==> src/rtl/cpu_pkg.sv <==
// Shared PC-source and FSM types plus default vectors for the pipelined MIPS core.
package cpu_pkg;

  typedef enum logic [2:0] {
    PCSRC_SEQ,
    PCSRC_BR,
    PCSRC_J,
    PCSRC_JR,
    PCSRC_ILLOP,
    PCSRC_XADR
  } pcsrc_e;

  typedef enum logic [0:0] {
    RUN,
    HOLD
  } pc_state_e;

  localparam logic [31:0] DEF_START_ADDR = 32'h8000_0000;
  localparam logic [31:0] DEF_ILLOP_ADDR = 32'h8000_0004;
  localparam logic [31:0] DEF_XADR_ADDR  = 32'h8000_0008;
  localparam int unsigned DEF_STEP       = 4;

  function automatic logic is_vector(input pcsrc_e src);
    return (src == PCSRC_ILLOP) || (src == PCSRC_XADR);
  endfunction

endpackage

==> src/rtl/cpu_pc_arbiter.sv <==
// Combinational fixed-priority PC source encoder: exc > irq > branch > JR > J > sequential.
module cpu_pc_arbiter
  import cpu_pkg::*;
#(
  parameter int unsigned       ADDR_W     = 32,
  parameter logic [ADDR_W-1:0] ILLOP_ADDR = ADDR_W'(DEF_ILLOP_ADDR),
  parameter logic [ADDR_W-1:0] XADR_ADDR  = ADDR_W'(DEF_XADR_ADDR),
  parameter int unsigned       STEP       = DEF_STEP
) (
  input  logic [ADDR_W-1:0] pc_i,
  input  logic              exc_i,
  input  logic              irq_take_i,
  input  logic              br_take_i,
  input  logic [ADDR_W-1:0] br_target_i,
  input  logic              jr_valid_i,
  input  logic [ADDR_W-1:0] jr_target_i,
  input  logic              j_valid_i,
  input  logic [25:0]       j_index_i,
  output logic [ADDR_W-1:0] pc_plus_o,
  output pcsrc_e            lo_src_o,
  output logic [ADDR_W-1:0] lo_pc_o,
  output pcsrc_e            src_o,
  output logic [ADDR_W-1:0] next_pc_o
);

  localparam int unsigned    LoW    = ADDR_W - 1;
  localparam logic [LoW-1:0] StepLo = LoW'(STEP);

  logic              kernel;
  logic [ADDR_W-1:0] j_target;
  logic [ADDR_W-1:0] jr_eff;

  assign kernel    = pc_i[ADDR_W-1];
  // Low bits wrap on their own; the kernel bit is never carried into.
  assign pc_plus_o = {kernel, pc_i[LoW-1:0] + StepLo};
  assign j_target  = {pc_i[ADDR_W-1:28], j_index_i, 2'b00};
  // JR may clear the kernel bit but never set it.
  assign jr_eff    = {kernel & jr_target_i[ADDR_W-1], jr_target_i[LoW-1:0]};

  always_comb begin
    lo_src_o = PCSRC_SEQ;
    lo_pc_o  = pc_plus_o;
    if (br_take_i) begin
      lo_src_o = PCSRC_BR;
      lo_pc_o  = br_target_i;
    end else if (jr_valid_i) begin
      lo_src_o = PCSRC_JR;
      lo_pc_o  = jr_eff;
    end else if (j_valid_i) begin
      lo_src_o = PCSRC_J;
      lo_pc_o  = j_target;
    end
  end

  always_comb begin
    src_o     = lo_src_o;
    next_pc_o = lo_pc_o;
    if (exc_i) begin
      src_o     = PCSRC_XADR;
      next_pc_o = {1'b1, XADR_ADDR[LoW-1:0]};
    end else if (irq_take_i) begin
      src_o     = PCSRC_ILLOP;
      next_pc_o = {1'b1, ILLOP_ADDR[LoW-1:0]};
    end
  end

endmodule

==> src/rtl/cpu_pc_unit.sv <==
// IF-stage program-counter unit: redirect arbitration, stall holding, EPC capture, flushes.
// Defining PC_ALIGN_CHECK_EN traps misaligned branch/JR/held targets to the exception vector.
module cpu_pc_unit
  import cpu_pkg::*;
#(
  parameter int unsigned       ADDR_W     = 32,
  parameter logic [ADDR_W-1:0] START_ADDR = ADDR_W'(DEF_START_ADDR),
  parameter logic [ADDR_W-1:0] ILLOP_ADDR = ADDR_W'(DEF_ILLOP_ADDR),
  parameter logic [ADDR_W-1:0] XADR_ADDR  = ADDR_W'(DEF_XADR_ADDR),
  parameter int unsigned       STEP       = DEF_STEP
) (
  input  logic              clk,
  input  logic              reset,
  input  logic              stall,
  input  logic              br_valid,
  input  logic              br_taken,
  input  logic [ADDR_W-1:0] br_target,
  input  logic              j_valid,
  input  logic [25:0]       j_index,
  input  logic              jr_valid,
  input  logic [ADDR_W-1:0] jr_target,
  input  logic              irq,
  input  logic              exc,
  input  logic [ADDR_W-1:0] exc_pc,
  output logic [ADDR_W-1:0] pc,
  output logic [ADDR_W-1:0] pc_plus,
  output logic              kernel,
  output logic [ADDR_W-1:0] epc,
  output logic              flush_if,
  output logic              flush_id,
  output logic              redirect_pending
);

  pc_state_e         state_q, state_d;
  logic [ADDR_W-1:0] pc_q, pc_d;
  logic [ADDR_W-1:0] epc_q, epc_d;
  logic [ADDR_W-1:0] hold_pc_q, hold_pc_d;
  logic              hold_br_q, hold_br_d;
  logic              irq_pend_q, irq_pend_d;

  logic              in_run;
  logic              br_take;
  logic              irq_pend;
  logic              irq_take;
  logic              align_exc;
  logic              exc_any;
  logic              vector;
  pcsrc_e            lo_src;
  pcsrc_e            arb_src;
  logic [ADDR_W-1:0] lo_pc;
  logic [ADDR_W-1:0] arb_pc;
  logic [ADDR_W-1:0] ret_pc;

  assign kernel   = pc_q[ADDR_W-1];
  assign in_run   = (state_q == RUN);
  assign br_take  = br_valid & br_taken;
  assign irq_pend = irq_pend_q | irq;
  assign irq_take = irq_pend & ~kernel;

`ifdef PC_ALIGN_CHECK_EN
  assign align_exc = (br_take & (|br_target[1:0]))
                   | (in_run & ~br_take & jr_valid & (|jr_target[1:0]))
                   | (~in_run & ~br_take & ~stall & (|hold_pc_q[1:0]));
`else
  assign align_exc = 1'b0;
`endif

  assign exc_any = exc | align_exc;
  assign vector  = exc_any | irq_take;

  // In HOLD the stalled ID-stage jump is already captured; only a branch may still compete.
  cpu_pc_arbiter #(
    .ADDR_W     (ADDR_W),
    .ILLOP_ADDR (ILLOP_ADDR),
    .XADR_ADDR  (XADR_ADDR),
    .STEP       (STEP)
  ) u_arbiter (
    .pc_i        (pc_q),
    .exc_i       (exc_any),
    .irq_take_i  (irq_take),
    .br_take_i   (br_take),
    .br_target_i (br_target),
    .jr_valid_i  (jr_valid & in_run),
    .jr_target_i (jr_target),
    .j_valid_i   (j_valid & in_run),
    .j_index_i   (j_index),
    .pc_plus_o   (pc_plus),
    .lo_src_o    (lo_src),
    .lo_pc_o     (lo_pc),
    .src_o       (arb_src),
    .next_pc_o   (arb_pc)
  );

  // Address that would load absent a vector: held target unless a newer branch replaces it.
  assign ret_pc = (!in_run && (lo_src == PCSRC_SEQ)) ? hold_pc_q : lo_pc;

  always_ff @(posedge clk) begin
    if (reset) begin
      state_q <= RUN;
    end else begin
      state_q <= state_d;
    end
  end

  always_comb begin
    state_d = state_q;
    unique case (state_q)
      RUN:     if (!vector && stall && (lo_src != PCSRC_SEQ)) state_d = HOLD;
      HOLD:    if (vector || !stall) state_d = RUN;
      default: state_d = RUN;
    endcase
  end

  always_comb begin
    pc_d       = pc_q;
    epc_d      = epc_q;
    hold_pc_d  = hold_pc_q;
    hold_br_d  = hold_br_q;
    irq_pend_d = irq_take ? 1'b0 : irq_pend;
    if (vector) begin
      pc_d      = arb_pc;
      epc_d     = exc_any ? (exc ? exc_pc : pc_q) : ret_pc;
      hold_br_d = 1'b0;
    end else if (stall) begin
      if (lo_src != PCSRC_SEQ) begin
        hold_pc_d = lo_pc;
        hold_br_d = (lo_src == PCSRC_BR);
      end
    end else begin
      pc_d = ret_pc;
    end
  end

  always_ff @(posedge clk) begin
    if (reset) begin
      pc_q       <= START_ADDR;
      epc_q      <= '0;
      hold_pc_q  <= '0;
      hold_br_q  <= 1'b0;
      irq_pend_q <= 1'b0;
    end else begin
      pc_q       <= pc_d;
      epc_q      <= epc_d;
      hold_pc_q  <= hold_pc_d;
      hold_br_q  <= hold_br_d;
      irq_pend_q <= irq_pend_d;
    end
  end

  always_comb begin
    redirect_pending = ~reset & (state_q == HOLD);
    flush_if         = 1'b0;
    flush_id         = 1'b0;
    if (!reset) begin
      if (is_vector(arb_src)) begin
        flush_if = 1'b1;
        flush_id = 1'b1;
      end else if (!stall) begin
        if (lo_src == PCSRC_BR) begin
          flush_if = 1'b1;
          flush_id = 1'b1;
        end else if (lo_src != PCSRC_SEQ) begin
          flush_if = 1'b1;
        end else if (!in_run) begin
          flush_if = 1'b1;
          flush_id = hold_br_q;
        end
      end
    end
  end

  assign pc  = pc_q;
  assign epc = epc_q;

endmodule

==> config.mk <==
export PLATFORM = sky130hd
export DESIGN_NAME = cpu_pc_unit
export DESIGN_NICKNAME = d
export VERILOG_FILES = /design/src/rtl/cpu_pkg.sv /design/src/rtl/cpu_pc_arbiter.sv /design/src/rtl/cpu_pc_unit.sv
export SDC_FILE = /design/constraint.sdc
export NUM_CORES = 1
export LEC_CHECK = 0
export CAP_MARGIN = 20
export CORE_UTILIZATION = 47
export DETAILED_ROUTE_END_ITERATION = 10
export HOLD_SLACK_MARGIN = 0.1
export PLACE_DENSITY_LB_ADDON = 0.15
export SYNTH_ARGS = -nofsm -noshare
export SYNTH_HDL_FRONTEND = slang
export SYNTH_SLANG_ARGS = --single-unit
export TNS_END_PERCENT = 100
==> constraint.sdc <==
create_clock -name clk -period 5.5 [get_ports clk]
set_input_delay 1.1 -clock clk [delete_from_list [all_inputs] [get_ports clk]]
set_output_delay 1.1 -clock clk [all_outputs]
set_load 0.05 [all_outputs]
[Word-level counts from Yosys, hierarchy flattened]
Cells that the tools add are included.
Cells by class
  add/subtract/negate cells: 1
  equality and inequality tests: 4
  bitwise gates (word level): 12
  reduce and logical (&&, ||, !) cells: 13
  multiplexer cells: 29
Operators by type and width (count)
  $mux W32: 8
  $add A31 B3 Y31 const B: 1
  $mux W31: 1
  $mux W1: 14
  $mux W3: 4
  $and A1 B1 Y1: 6
  $eq A3 B3 Y1 const B: 2
  $not A1 Y1: 4
  $reduce_or A2 Y1: 2
  $eq A3 B1 Y1 const B: 1
  $logic_and A1 B1 Y1: 3
  $logic_not A3 Y1: 1
  $reduce_and A3 Y1: 1
  $reduce_bool A3 Y1: 1
  $logic_not A1 Y1: 2
  $logic_or A1 B1 Y1: 2
  $mux W2: 1
  $ne A2 B1 Y1 const B: 1
  $or A1 B1 Y1: 2
  $pmux W1 S2: 1
  $reduce_and A2 Y1: 1
Storage, ports and cells
  word-level logic and storage cells: 65
  input port bits: 131
  bits in registers: 99
  output and inout bits: 100

[Logic depth before layout (Yosys ltp)]
  word-level depth: 11
  depth in mapped cells: 9

[Cells and area by module]
A second synthesis with hierarchy kept.
Unflattened totals
  cells, all modules: 830
  area, all modules: 6677.7 um^2
Modules (own cells, without submodules)
  cpu_pc_unit: seq. area each 1981.9 um^2, cells each 506, area each 4795.8 um^2, instances 1
  cpu_pc_arbiter: seq. area each 0.0 um^2, cells each 324, area each 1881.8 um^2, instances 1

[Worst setup path before layout]
OpenSTA, ideal clock, no wires.
  path type: input port to output port
  start: input br_valid
  end: output flush_id
  path buffers: 3
  data arrival time: 2.798 ns
  cell stages on the path: 7
  slack: 1.602 ns
  cells stage by stage: nand2_1 > clkbuf_1 > clkbuf_1 > buf_1 > nand2_1 > nand2_1 > a21oi_1
On the way
  word-level cells in the longest chain between the ends: 8
  elaborated cells between the ends (all ways): 14
  those cells by class: eq/ne: 3; mux: 8; bitwise: 1; reduce/logical: 2
RTL lines
  start, declared: line cpu_pc_unit.sv:15  | input logic br_valid,
  $and A1 B1 Y1 *: line cpu_pc_unit.sv:56  | assign br_take = br_valid & br_taken;
  $mux W3 *: line cpu_pc_arbiter.sv:43  | if (br_take_i) begin
  $reduce_bool A3 Y1 or $mux W3 (tied branches): line cpu_pc_unit.sv:162, cpu_pc_arbiter.sv:61
  $mux W1 or $mux W3 (tied branches): line cpu_pc_unit.sv:162, cpu_pc_arbiter.sv:58
  $mux W1 or $eq A3 B3 Y1 (tied branches): line cpu_pc_unit.sv:159, cpu_pkg.sv:24
  $mux W1 or $logic_or A1 B1 Y1 (tied branches): line cpu_pc_unit.sv:158, cpu_pkg.sv:24
  $mux W1 *: line cpu_pc_unit.sv:155  | if (is_vector(arb_src)) begin
  $mux W1 *: line cpu_pc_unit.sv:154  | if (!reset) begin
  end, declared: line cpu_pc_unit.sv:30  | output logic flush_id,
Every way passes the cells marked *; elsewhere a longest branch is shown, timed or not.

[Worst setup path in the final report]
  start: input irq
  end: output flush_id
On the way
  word-level cells in the longest chain between the ends: 8
  elaborated cells between the ends (all ways): 9
  those cells by class: eq/ne: 2; mux: 4; bitwise: 2; reduce/logical: 1
RTL lines
  start, declared: line cpu_pc_unit.sv:22  | input logic irq,
  $or A1 B1 Y1 *: line cpu_pc_unit.sv:57  | assign irq_pend = irq_pend_q | irq;
  $and A1 B1 Y1 *: line cpu_pc_unit.sv:58  | assign irq_take = irq_pend & ~kernel;
  $mux W3 *: line cpu_pc_arbiter.sv:61  | end else if (irq_take_i) begin
  $mux W3 *: line cpu_pc_arbiter.sv:58  | if (exc_i) begin
  $eq A3 B3 Y1: line cpu_pkg.sv:24  | return (src == PCSRC_ILLOP) || (src == PCSRC_XADR);
  $logic_or A1 B1 Y1 *: line cpu_pkg.sv:24
  $mux W1 *: line cpu_pc_unit.sv:155
  $mux W1 *: line cpu_pc_unit.sv:154
Marked as above.

==> flow_metrics.tcl <==
set metrics [dict create \
    cts-root-buf "clkbuf_16" \
    min_path_type "register to register" \
    syn_to_final_growth_pct 42.76 \
    powerDensity_mw_per_mm2 236.4 \
    cp_slowest_stage_delay_ns 0.84 \
    seq_area_frac_synth 0.3229 \
    p_total_mw 2.072 \
    yosys.area.top_type_share 0.3229 \
    syn_nets 956 \
    clkPwrFrac 0.307 \
    synth_enable_flop_cells 0 \
    crit_path_frequent_cell "clkdlybuf4s50_1" \
    finalSetupViolCount 0 \
    initialDrtViolationCount 962 \
    final_common_cell "clkdlybuf4s50_1" \
    setup_ws_ns 1.041 \
    die-width_um 116.3 \
    critPathMaxFanout 27 \
    wirelength_um 24720 \
    leakage_nw 3.350 \
    grt_pass1_vias 6345 \
    io_buffers 230 \
    h-tree-depth 3 \
    pwr-share-comb 0.308 \
    synthFlopType "dfxtp_1" \
    synth_area_leaders "dfxtp_1, a21oi_1, nor2_1" \
    cts-buffers-inserted 9 \
    switching_share 0.3443 \
    synth-seq-cells 99 \
    async_flop_share 0 \
    cts_tree "built" \
    start_util 0.4844 \
    dr.pass1.iters 5 \
    drv_cap 0 \
    end_kind "primary output" \
    dpl.hpwl_um 18050 \
    viasPerCell 6.189 \
    run_status "complete, no violations" \
    gp_congestion 0.9507 \
    fin_crit_sh 0.8107 \
    grt.total_usage 0.3611 \
    drv_slew 0 \
    drive_gt1_frac 0.06811 \
    via_count 7334 \
    post_cts_buffers 0 \
    ioPinCount 231 \
    grt_max_degree 55 \
    yosysUniqueCellTypes 76 \
    rows 41 \
    cp-start-kind "input pin" \
    die-area_mm2 0.01352 \
    clk_latency_ns 0.36 \
    switching_power_uw 713.4 \
    antenna_found_initial 0 \
    cts.repair.resized 0 \
    cellInternalPower_mw 1.358 \
    cp.required_ns 4.40 \
    skew_ns 0.006572 \
    arrival_ns 3.36 \
    syn_area_mm2 0.006138 \
    power_frac_seq 0.385 \
    path_class "input pin to primary output" \
    hold_buffers 0 \
    maxSlewHeadroom 0.2790 \
    maxClockFrequency_mhz 224.3 \
    ant_nets 0 \
    clk_pin_slew_worst_paths_ns 0.07 \
    final.setup.tns_ns 0 \
    final_cell_mix "clkdlybuf4s50_1, nor2_1, dfxtp_1" \
    crit_slowest_cell "clkdlybuf4s50_1" \
    layout_min_cycle_time_ns 4.459 \
    grt_pass1_wl_um 36140 \
    crit_chain "clkdlybuf4s50_1, o21ba_2, nor2_2, a21oi_1, clkdlybuf4s50_1" \
    drc_errors 0 \
    peakVddDrop_mv 0.1888 \
    synth_largest_area_cell "dfxtp_1" \
    die_h_um 116.3 \
    num_antenna_cells 0 \
    wl_per_cell_um 20.86 \
    finalHoldViolCount 0 \
    yosys_warnings 0 \
    nets 1141 \
    grt_setup_unrepaired "false" \
    coreArea_mm2 0.01267 \
    synth_area_per_cell_um2 7.449 \
    cts_sinks 99 \
    tightest_slew_ns 1.077 \
    synth_cells 824 \
    place_ws_ns 1.094 \
    grt_remaining_overflow 0 \
    cts_buffer_depth 2 \
]
## critical path, delay by kind of cell
kind,cells,cell delay [ns]
AOI/OAI and AO/OA,2,0.72
buffers and inverters,2,1.36
and+or+nand+nor,1,0.16
## power by group through the flow
stage	Clock (mW)	Sequential [mW]	Combinational [mW]
6_report	0.636	0.798	0.638
5_1_grt	0.658	0.802	0.667
4_1_cts	0.634	0.796	0.627
3_5_place_dp	0	0.812	0.624
3_3_place_gp	0	0.811	0.620
2_1_floorplan	0	0.894	0.277
## routing by layer
layer | up-vias | part of all wire | routed length, µm | track usage
met5 | - | 0 | 0 | 0
met4 | 0 | 0.048 | 1176 | 0.1761
met3 | 81 | 0.11 | 2735 | 0.06746
met2 | 518 | 0.45 | 11080 | 0.5617
met1 | 3360 | 0.39 | 9732 | 0.4807
li1 | 3375 | - | - | -
## flip-flops by register name, indices dropped and copies added, names as in the netlist
register and count:
hold_br_q 1, irq_pend_q 1, pc 32, state_q 1, epc 32, hold_pc_q 32
## layout make-up
type	count	area (µm²)
well taps	172	215.2
inverters	29	108.9
clock buffers	10	229.0
clock inverters	5	55.05
repair buffers	246	2422
multi-input cells	624	3751
flip-flops and latches	99	1982
fillers	1099	3908
## final timing paths
check	to	startpoint	cells after the start	slack, ns
worst max-delay path	flush_id	irq	5	1.04
worst max register to register	pc[2]$_SDFFE_PP0N_	state_q$_SDFF_PP0_	7	2.66
worst min register to register	hold_pc_q[6]$_SDFFE_PP0P_	hold_pc_q[6]$_SDFFE_PP0P_	2	0.45
worst min-delay path	hold_pc_q[6]$_SDFFE_PP0P_	hold_pc_q[6]$_SDFFE_PP0P_	2	0.45
## synthesized netlist by cell type, drive strengths merged, types with 8 or more instances
master	number
a211oi	21
a22o	10
dfxtp	99
xnor2	14
mux2i	8
nand4	11
nand3	16
a21oi	78
o21ai	60
inv	28
buf	28
xor2	13
o22ai	24
o211ai	8
nand2	98
nor4	9
and3	11
clkbuf	44
a221oi	15
nor2	102
nor3	25
a31oi	8
## stage by stage
stage | hold slack [ns] | std cells | utilization | instance area, µm²
global placement | 0.4365 | 1170 | 0.6692 | 8479
CTS | 0.4527 | 1185 | 0.6916 | 8763
finish | 0.4536 | 1185 | 0.6916 | 8763
detailed placement | 0.4434 | 1170 | 0.6692 | 8479
floorplan | 0.4288 | 824 | - | 6138
global route | 0.4661 | 1185 | 0.6916 | 8763
## kinds of logic (layout without fill, tap and decap cells)
kind of cell | Yosys count | count (layout) | share of synthesized area
compound gates | 292 | 292 | 0.3206
xor+xnor | 27 | 27 | 0.04097
fa+ha+maj | 1 | 1 | 0.002038
buf+inv | 101 | 290 | 0.06727
flops | 99 | 99 | 0.3229
mux | 9 | 9 | 0.01488
simple gates | 295 | 295 | 0.2314
(Power assumes the default switching activity.)
